<file path="config.mk">
export PLATFORM = sky130hd
export DESIGN_NAME = pipeline_scoreboard
export DESIGN_NICKNAME = d
export VERILOG_FILES = /design/src/rtl/pipeline_pkg.sv /design/src/rtl/scoreboard_lookup.sv /design/src/rtl/pipeline_scoreboard.sv
export SDC_FILE = /design/constraint.sdc
export NUM_CORES = 1
export LEC_CHECK = 0
export ABC_CLOCK_PERIOD_IN_PS = 5040
export CELL_PAD_IN_SITES_DETAIL_PLACEMENT = 1
export CELL_PAD_IN_SITES_GLOBAL_PLACEMENT = 1
export CORE_MARGIN = 2
export CORE_UTILIZATION = 27
export DETAILED_ROUTE_END_ITERATION = 16
export GPL_ROUTABILITY_DRIVEN = 0
export PLACE_DENSITY = 0.76
export SLEW_MARGIN = 20
export SYNTH_ARGS = -nofsm -noshare
export SYNTH_HDL_FRONTEND = slang
export SYNTH_SLANG_ARGS = --single-unit
</file>
<file path="constraint.sdc">
create_clock -name clock -period 5.04 [get_ports clock]
set_input_delay 0.756 -clock clock [delete_from_list [all_inputs] [get_ports clock]]
set_output_delay 0.756 -clock clock [all_outputs]
set_load 0.005 [all_outputs]
</file>
<file path="src/rtl/pipeline_pkg.sv">
// Shared stage indices and scoreboard entry layout for the forwarding/hazard
// scoreboard tracking in-flight writers between EX and WB.
package pipeline_pkg;

  localparam int PL_EX  = 0;
  localparam int PL_MEM = 1;
  localparam int PL_WB  = 2;

  // Wide enough for any stage index up to the 8-stage maximum.
  localparam int READY_W = 3;

  typedef struct packed {
    logic               valid;
    logic [4:0]         rd;
    logic [READY_W-1:0] ready;
  } sb_entry_t;

endpackage

</file>
<file path="src/rtl/scoreboard_lookup.sv">
// Per-source priority match over the scoreboard: picks the youngest writer of
// the source register and decides between forwarding and raising a hazard.
module scoreboard_lookup
  import pipeline_pkg::*;
#(
  parameter int STAGES = 3,
  parameter int XLEN   = 32
) (
  input  sb_entry_t [STAGES-1:0]            entries,
  input  logic      [STAGES-1:0][XLEN-1:0]  stage_value,
  input  logic      [4:0]                   addr,
  input  logic                              use_src,
  output logic                              fwd,
  output logic      [XLEN-1:0]              fwd_val,
  output logic                              hazard
);

  logic               found;
  logic [READY_W-1:0] match_idx;
  logic [READY_W-1:0] match_ready;
  logic [XLEN-1:0]    match_val;

  // NOTE: every variable gets a default before the loop, so no path leaves it
  // unassigned and no latch is inferred.
  always_comb begin
    found       = 1'b0;
    match_idx   = '0;
    match_ready = '0;
    match_val   = '0;
    for (int k = 0; k < STAGES; k++) begin
      if (!found && addr != 5'd0 && entries[k].valid && entries[k].rd == addr) begin
        found       = 1'b1;
        match_idx   = READY_W'(k);
        match_ready = entries[k].ready;
        match_val   = stage_value[k];
      end
    end
  end

  // The youngest match decides alone, even when it is not ready yet.
  assign fwd     = found && (match_idx >= match_ready);
  assign hazard  = found && (match_idx <  match_ready) && use_src;
  assign fwd_val = fwd ? match_val : '0;

endmodule

</file>
<file path="src/rtl/pipeline_scoreboard.sv">
// Scoreboard shift register of in-flight destination registers feeding two
// source lookups, plus stall generation and a saturating stall counter.
module pipeline_scoreboard
  import pipeline_pkg::*;
#(
  parameter int STAGES = 3,
  parameter int XLEN   = 32,
  parameter int CNT_W  = 32
) (
  input  logic                            clock,
  input  logic                            reset,
  input  logic                            issue_valid,
  input  logic                            issue_writes,
  input  logic [4:0]                      issue_rd,
  input  logic [$clog2(STAGES)-1:0]       issue_ready,
  input  logic                            flush,
  input  logic [4:0]                      rs1_addr,
  input  logic [4:0]                      rs2_addr,
  input  logic                            rs1_use,
  input  logic                            rs2_use,
  input  logic [STAGES-1:0][XLEN-1:0]     stage_value,
  output logic                            fwd1,
  output logic                            fwd2,
  output logic [XLEN-1:0]                 fwd1_val,
  output logic [XLEN-1:0]                 fwd2_val,
  output logic                            stall,
  output logic [CNT_W-1:0]                stall_cycles,
  input  logic                            clear_count
);

  sb_entry_t [STAGES-1:0] entries;
  sb_entry_t              new_entry;
  logic                   hazard1;
  logic                   hazard2;

  always_comb begin
    new_entry.valid = issue_valid && issue_writes && (issue_rd != 5'd0) && !stall && !flush;
    new_entry.rd    = issue_rd;
    new_entry.ready = READY_W'(issue_ready);
  end

  // NOTE: state uses non-blocking assignments so every flop samples the
  // pre-edge values; the async reset clears entries the moment it asserts.
  always_ff @(posedge clock or posedge reset) begin
    if (reset) begin
      entries <= '0;
    end else begin
      entries[STAGES-1:1] <= entries[STAGES-2:0];
      entries[0]          <= new_entry;
    end
  end

  always_ff @(posedge clock or posedge reset) begin
    if (reset) begin
      stall_cycles <= '0;
    end else if (clear_count) begin
      stall_cycles <= '0;
    end else if (stall && stall_cycles != '1) begin
      stall_cycles <= stall_cycles + 1'b1;
    end
  end

  scoreboard_lookup #(.STAGES(STAGES), .XLEN(XLEN)) u_lookup_rs1 (
    .entries     (entries),
    .stage_value (stage_value),
    .addr        (rs1_addr),
    .use_src     (rs1_use),
    .fwd         (fwd1),
    .fwd_val     (fwd1_val),
    .hazard      (hazard1)
  );

  scoreboard_lookup #(.STAGES(STAGES), .XLEN(XLEN)) u_lookup_rs2 (
    .entries     (entries),
    .stage_value (stage_value),
    .addr        (rs2_addr),
    .use_src     (rs2_use),
    .fwd         (fwd2),
    .fwd_val     (fwd2_val),
    .hazard      (hazard2)
  );

  assign stall = hazard1 || hazard2;

endmodule

</file>
==> results of run 1 <==
## cells by family after synthesis
logic type / after synthesis
compound gates: 183
xor+xnor: 48
fa+ha+maj: 5
buf+inv: 60
flops: 56
mux: 5
simple gates: 187
## metal layers
layer  up-vias  global-route usage (%)  routed length, um
met4         2                   7.920                657
met3        43                   4.300               1199
met5         -                       0                 15
li1       2461                       -                  -
met2       227                   37.64               9729
met1      2634                   27.05               8350
## stage by stage
step	power, mW	instance area, sq um	cells	setup WS [ps]
final	1.028	7341	981	186.4
after floorplan	0.5267	4544	544	607.8
after global placement	0.6607	7088	966	-50.86
after CTS	1.038	7246	974	3.361
after global routing	1.072	7341	981	-17.66
after detailed placement	0.6669	7088	966	-229.5
## registers in the layout, summed over array words and instances (netlist names)
| register | count |
|---|---|
| entries | 24 |
| stall_cycles | 32 |
## power groups by stage
stage / clock network [mW] / registers, mW / logic [mW]
global route: 0.396 / 0.471 / 0.205
floorplan: 0 / 0.474 / 0.0524
CTS: 0.379 / 0.470 / 0.189
global placement: 0 / 0.478 / 0.183
finish: 0.368 / 0.470 / 0.191
detailed placement: 0 / 0.479 / 0.188
## path summary, 6_finish.rpt
path                                   from          endpoint  slack [ps]  depth (start not counted)
max in group asynchronous             reset  stall_cycles[15]        3600                          3
worst max-delay path            rs1_addr[3]      fwd1_val[23]         190                         14
worst min register to register   entries[0]        entries[9]         420                          0
worst max register to register  entries[16]  stall_cycles[16]        1100                         14
min in group asynchronous             reset  stall_cycles[27]         980                          3
worst min-delay path             entries[0]        entries[9]         420                          0
## cell usage in the layout (no fill, tap or decap), types with 3 or more instances in the layout
cell | Yosys | routed
sky130_fd_sc_hd__clkdlybuf4s50_1 | 0 | 214
sky130_fd_sc_hd__nor2_1 | 100 | 97
sky130_fd_sc_hd__o21ai_0 | 58 | 58
sky130_fd_sc_hd__a221o_1 | 56 | 56
sky130_fd_sc_hd__dfrtp_1 | 56 | 56
sky130_fd_sc_hd__xnor2_1 | 43 | 43
sky130_fd_sc_hd__buf_4 | 1 | 29
sky130_fd_sc_hd__a211oi_1 | 24 | 24
sky130_fd_sc_hd__nand2_1 | 18 | 18
sky130_fd_sc_hd__nand3_1 | 16 | 16
sky130_fd_sc_hd__nand4_1 | 12 | 12
sky130_fd_sc_hd__inv_1 | 13 | 12
sky130_fd_sc_hd__a22oi_1 | 11 | 11
sky130_fd_sc_hd__a21oi_1 | 9 | 9
sky130_fd_sc_hd__nor2b_1 | 6 | 6
sky130_fd_sc_hd__clkbuf_16 | 0 | 6
sky130_fd_sc_hd__xor2_1 | 5 | 5
sky130_fd_sc_hd__or3_1 | 5 | 5
sky130_fd_sc_hd__ha_1 | 5 | 5
sky130_fd_sc_hd__nor2_2 | 2 | 4
sky130_fd_sc_hd__o21ai_1 | 4 | 4
sky130_fd_sc_hd__nand3b_1 | 4 | 4
sky130_fd_sc_hd__dlymetal6s2s_1 | 0 | 4
sky130_fd_sc_hd__diode_2 | 0 | 3
sky130_fd_sc_hd__and3_1 | 3 | 3
sky130_fd_sc_hd__nor3_1 | 3 | 3
sky130_fd_sc_hd__a2111oi_0 | 3 | 3
## critical path: stages
cell	delay (ps)
sky130_fd_sc_hd__clkdlybuf4s50_1	510
sky130_fd_sc_hd__buf_4	150
sky130_fd_sc_hd__xnor2_1	120
sky130_fd_sc_hd__nand4_1	180
sky130_fd_sc_hd__nor4_4	450
sky130_fd_sc_hd__nor2_2	100
sky130_fd_sc_hd__a221o_1	310
sky130_fd_sc_hd__o21ai_0	90
sky130_fd_sc_hd__ha_1	160
sky130_fd_sc_hd__a21boi_2	200
sky130_fd_sc_hd__o32ai_4	120
sky130_fd_sc_hd__buf_12	190
sky130_fd_sc_hd__a211oi_1	200
sky130_fd_sc_hd__clkdlybuf4s50_1	540
## what timing repair did
item / in CTS / in global routing
gates cloned: 0 / 1
pin swaps: 0 / 4
endpoints found under the setup margin: 18 / 44
endpoints found under the hold margin: 0 / 0
buffers inserted: 0 / 3
resized for setup: 4 / 12
## layout make-up
class	instances	area, sq um
antenna	3	7.507
sequential	56	1401
inverter	14	52.55
clock buffer	5	125.1
timing repair buffer	252	2499
tap	220	275.3
fill	1905	9184
clock inverter	3	27.53
multi-input combinational	428	2953
==> results.rst, run 1 <==
.. list-table::
   :header-rows: 1

   * - Metric
     - Value
   * - Run status
     - completed
   * - TritonCTS clock tree
     - done
   * - Net switching fraction of the power
     - 25.85%
   * - Via/cell ratio
     - 5.471
   * - Largest voltage drop on the vdd net
     - 124.8 uV
   * - Wire length of the first global-routing pass
     - 31.55 mm
   * - Max-Cap Viols
     - 0
   * - Average wire per standard cell
     - 20.34 um
   * - CTS HTree Levels
     - 2
   * - Total power divided by cell area
     - 140.1 nW/um^2
   * - Final cycle utilization of the critical path
     - 96.30%
   * - Seq cells post-synth
     - 56
   * - Number of top-level pins
     - 220
   * - Number of enable flip-flop cells after synthesis
     - 0
   * - Basic-gate share of the synthesized area counting and, or, nand and nor cells
     - 19.93%
   * - Share of the synthesized area in the top cell type
     - 30.84%
   * - DIE HEIGHT
     - 133.7 um
   * - Sequential share of the synthesized area
     - 30.84%
   * - Main combinational cell family by area after synthesis
     - compound AO/OA/AOI/OAI gates
   * - Utilization after layout
     - 44.42%
   * - Number of CTS-inserted buffers
     - 5
   * - Startpoint type of the worst setup path
     - primary input
   * - Primary flip-flop cell chosen by synthesis mapping
     - sky130_fd_sc_hd__dfrtp_1
   * - Latest clock arrival within the worst-skew pair
     - 300 ps
   * - Highest attainable clock frequency
     - 206.0 MHz
   * - Number of distinct library cells after synthesis
     - 53
   * - Count of nets left with antenna violations after detail routing
     - 0
   * - Most numerous cell types in the synthesized netlist
     - sky130_fd_sc_hd__nor2_1 (100), sky130_fd_sc_hd__o21ai_0 (58), sky130_fd_sc_hd__a221o_1 (56), sky130_fd_sc_hd__dfrtp_1 (56), sky130_fd_sc_hd__xnor2_1 (43)
   * - Antenna violations before repair
     - 4
   * - Max-Slew Margin vs Limit
     - 40.04%
   * - Effective utilization at floorplan
     - 27.50%
   * - Total setup violations reported at the end of the flow
     - 0
   * - Final-report hold violation count
     - 0
   * - DRT iter0 DRCs
     - 315
   * - Fraction of the mapped netlist area in compound gates
     - 31.58%
   * - Congestion Overflow GR
     - 0
   * - Worst hold margin
     - 424.5 ps
   * - Clock Power Share
     - 35.8%
   * - Area share of fa/ha/maj cells after synthesis
     - 1.377%
   * - Time the final worst path needs with I/O delays and setup
     - 4854 ps
   * - Number of I/O port buffers
     - 219
   * - Syn Std Cell Area
     - 4544 sq um
   * - Count of clock tree sinks
     - 56
   * - Sequential power share
     - 45.7%
   * - Count of final max-slew check failures
     - 0
   * - Top-count cell post-synth
     - sky130_fd_sc_hd__nor2_1
   * - Area inside the core boundary
     - 16520 sq um
   * - Area leader, netlist
     - sky130_fd_sc_hd__dfrtp_1
   * - Detail Placement HPWL
     - 14.97 mm
   * - Critical Path Sink Type
     - output pin
   * - Longest Clk Path Bufs
     - 2
   * - Clock slew at reported path FFs
     - 70 ps
   * - XOR/XNOR share of the synthesized area
     - 9.251%
   * - Leakage power
     - 2.534 nW
   * - Internal Pwr Total
     - 0.7625 mW
   * - Via Count
     - 5367
   * - Total wire length after detailed routing
     - 19.95 mm
   * - Number of nets in the layout
     - 883
   * - Full die area
     - 17890 sq um
   * - Mapped Cells
     - 544
   * - Worst slew pin tran
     - 898.4 ps
   * - CTS Hold Buffers Added
     - 0
   * - Critical path class
     - primary input to output pin
   * - Pin count of the biggest net entering global routing
     - 57
   * - Mean Syn Cell Area
     - 8.354 sq um
   * - Power dissipated by switching net loads
     - 0.2658 mW
   * - Synth top area cells
     - sky130_fd_sc_hd__dfrtp_1 (31%), sky130_fd_sc_hd__a221o_1 (12%), sky130_fd_sc_hd__xnor2_1 (8.3%)
   * - Setup repair after global routing missed its margin
     - true
   * - Proportion of synthesized area in mux cells
     - 1.267%
   * - Type of the worst min-delay path
     - flip-flop to flip-flop
   * - Die span in x
     - 133.7 um
   * - Fraction of layout instances using a drive strength above 1
     - 9.235%
   * - Yosys warning total
     - 0
   * - Portion of total power attributed to combinational logic
     - 18.5%
   * - Nets in the synthesized netlist
     - 670
   * - Worst endpoint required time
     - 4280 ps
   * - Largest fanout on the critical path
     - 33
   * - Worst clock skew on the final layout
     - 4.978 ps
   * - Number of remaining DRC errors
     - 0
   * - Via count of the first global-routing pass
     - 5642
   * - Area growth from synthesis to final layout
     - 61.54%
   * - Clk Tree Root Cell
     - sky130_fd_sc_hd__clkbuf_16
   * - Std cell rows
     - 47
   * - Arrival time worst endpoint
     - 4100 ps
   * - Final sum of negative setup slack
     - 0 ps
   * - First-pass iteration count of the detailed router
     - 4
   * - Async set-or-reset flop fraction in the synthesized netlist
     - 100.0%
   * - GRT Resource Usage Total
     - 21.84%
Note: power is estimated with default switching activity, not from simulation.
==> run 2: changes to the inputs <==
CORE_ASPECT_RATIO = 0.6   (was unset)
PLACE_DENSITY = 0.73   (was 0.76)
==> results.rst, run 2 (synthesis gave the netlist of run 1 again) <==
.. list-table::
   :header-rows: 1

   * - Metric
     - Value
   * - Longest Clk Path Bufs
     - 2
   * - Number of I/O port buffers
     - 219
   * - Number of flip-flops under the largest register name
     - 32
   * - Count of final max-slew check failures
     - 0
   * - Critical Path Sink Type
     - output pin
   * - Area inside the core boundary
     - 16350 sq um
   * - Worst slew pin tran
     - 951.2 ps
   * - Type of the worst min-delay path
     - flip-flop to flip-flop
   * - Final sum of negative setup slack
     - 0 ps
   * - DRT iter0 DRCs
     - 366
   * - CTS HTree Levels
     - 2
   * - Number of nets in the layout
     - 894
   * - Average wire per standard cell
     - 21.90 um
   * - Area of all placed cells without fillers
     - 7533 sq um
   * - Critical path class
     - primary input to output pin
   * - Pin count of the biggest net entering global routing
     - 57
   * - Via/cell ratio
     - 5.446
   * - Count of clock tree sinks
     - 56
   * - Most flop-heavy register
     - stall_cycles
   * - GRT Resource Usage Total
     - 23.78%
   * - Most common cell after layout, fill and taps aside
     - sky130_fd_sc_hd__clkdlybuf4s50_1
   * - Area growth from synthesis to final layout
     - 65.78%
   * - Total setup violations reported at the end of the flow
     - 0
   * - Wire length of the first global-routing pass
     - 33.50 mm
   * - Worst clock skew on the final layout
     - 7.816 ps
   * - Full die area
     - 17920 sq um
   * - Run status
     - completed
   * - Kind of cell with the highest combined delay on the critical path
     - buffers and inverters
   * - Congestion Overflow GR
     - 0
   * - Largest voltage drop on the vdd net
     - 129.6 uV
   * - Fill cell total of the finished layout
     - 1883
   * - Worst hold margin
     - 422.3 ps
   * - Final-report hold violation count
     - 0
   * - List of cells traversed by the critical path
     - clkdlybuf4s50_1 > or4_4 > o211ai_1 > or2_4 > nor2_4 > a22oi_1 > o21ai_0 > ha_1 > inv_1 > a21boi_4 > o32ai_4 > buf_12 > nor2_1 > clkdlybuf4s50_1
   * - TritonCTS clock tree
     - done
   * - Fraction of layout instances using a drive strength above 1
     - 10.79%
   * - Via count of the first global-routing pass
     - 5577
   * - Commonest cells after routing, fill and taps aside
     - sky130_fd_sc_hd__clkdlybuf4s50_1 (211), sky130_fd_sc_hd__nor2_1 (97), sky130_fd_sc_hd__a221o_1 (56), sky130_fd_sc_hd__o21ai_0 (56), sky130_fd_sc_hd__dfrtp_1 (56)
   * - Area post-placement
     - 7168 sq um
   * - Via Count
     - 5435
   * - Total wire length after detailed routing
     - 21.86 mm
   * - Clk Tree Root Cell
     - sky130_fd_sc_hd__clkbuf_16
   * - Number of CTS-inserted buffers
     - 5
   * - Number of top-level pins
     - 220
   * - Top flop regs
     - stall_cycles: 32 flops, entries: 24 flops
   * - Worst endpoint required time
     - 4280 ps
   * - First-pass iteration count of the detailed router
     - 4
   * - Number of remaining DRC errors
     - 0
   * - Time the final worst path needs with I/O delays and setup
     - 4958 ps
   * - Die span in x
     - 171.5 um
   * - Worst path slowest cell
     - sky130_fd_sc_hd__or4_4
   * - Final cycle utilization of the critical path
     - 98.38%
   * - DIE HEIGHT
     - 104.5 um
   * - Number of instances in the placed design
     - 980
   * - Std cell rows
     - 36
   * - Startpoint type of the worst setup path
     - primary input
   * - Max-Slew Margin vs Limit
     - 36.52%
   * - Detail Placement HPWL
     - 16.34 mm
   * - Count of nets left with antenna violations after detail routing
     - 0
   * - Latest clock arrival within the worst-skew pair
     - 300 ps
   * - Antenna violations before repair
     - 0
   * - Cell repeated most along the worst path
     - sky130_fd_sc_hd__clkdlybuf4s50_1
   * - Layout Cells excl Fill
     - 998
   * - Total power divided by cell area
     - 145.4 nW/um^2
   * - CTS Hold Buffers Added
     - 0
   * - Largest fanout on the critical path
     - 9
   * - Leakage power
     - 2.691 nW
   * - Highest attainable clock frequency
     - 201.7 MHz
   * - Max-Cap Viols
     - 0
   * - Arrival time worst endpoint
     - 4200 ps
   * - Utilization after layout
     - 46.07%
   * - Effective utilization at floorplan
     - 27.79%
   * - Worst path buffer plus inverter count
     - 4
   * - Max incr delay on CP
     - 580 ps
   * - Clock slew at reported path FFs
     - 70 ps
## run 2: per-stage QoR
step | setup slack [ps] | power, mW
6_report | 81.85 | 1.096
5_1_grt | -64.56 | 1.137
4_1_cts | 1.227 | 1.102
3_5_place_dp | -86.36 | 0.6658
3_3_place_gp | -60.46 | 0.6600
2_1_floorplan | 607.8 | 0.5267
## run 2: repair_timing
action	CTS	global route
setup endpoints to repair	40	65
pin swaps	0	8
cloned	0	2
gates resized for setup	2	25
buffers inserted	0	7
## run 2: layout make-up
class	count	area (sq um)	share of cell area [%]
Clock buffer	7	152.6	2.026
Multi-Input combinational cell	429	3007	39.91
Timing Repair Buffer	262	2603	34.55
Inverter	14	52.55	0.6976
Clock inverter	1	30.03	0.3986
Tap cell	228	285.3	3.787
Antenna cell	1	2.502	0.03322
Sequential cell	56	1401	18.60
## run 2: where the power goes
part	switching [mW]	leakage (nW)	internal (mW)
clock network	0.170	0.0901	0.262
logic	0.0761	1.87	0.118
registers	0.0114	0.732	0.458
total	0.257	2.69	0.838
## run 2: path summary, 6_finish.rpt
path	to	cells past startpoint	from	slack (ps)
worst max-delay path	fwd2_val[4]	14	rs2_addr[3]	80
worst min-delay path	entries[17]	0	entries[8]	420
worst max register to register	stall_cycles[17]	14	entries[13]	1240
worst min register to register	entries[17]	0	entries[8]	420
max in group asynchronous	stall_cycles[11]	3	reset	3590
min in group asynchronous	entries[17]	3	reset	970
## run 2: worst register-to-register path, stage by stage (launching register included)
cell                      delay, ps
sky130_fd_sc_hd__dfrtp_1        440
sky130_fd_sc_hd__xnor2_1        180
sky130_fd_sc_hd__nand4_1        160
sky130_fd_sc_hd__nor4_4         400
sky130_fd_sc_hd__nor2_4          60
sky130_fd_sc_hd__a221o_1        300
sky130_fd_sc_hd__o21ai_1        100
sky130_fd_sc_hd__ha_1           270
sky130_fd_sc_hd__nor2b_1        140
sky130_fd_sc_hd__nor3b_2        240
sky130_fd_sc_hd__o31ai_4        120
sky130_fd_sc_hd__buf_4          240
sky130_fd_sc_hd__a21o_4         290
sky130_fd_sc_hd__nor4_1         400
sky130_fd_sc_hd__mux2_4         330
## run 2: layer usage
layer | vias up | track usage [%] | routed length (um)
li1 | 2488 | - | -
met1 | 2737 | 34.59 | 10360
met2 | 180 | 36.37 | 9856
met3 | 30 | 4.033 | 1184
met4 | 0 | 5.690 | 455
met5 | - | 0 | 0
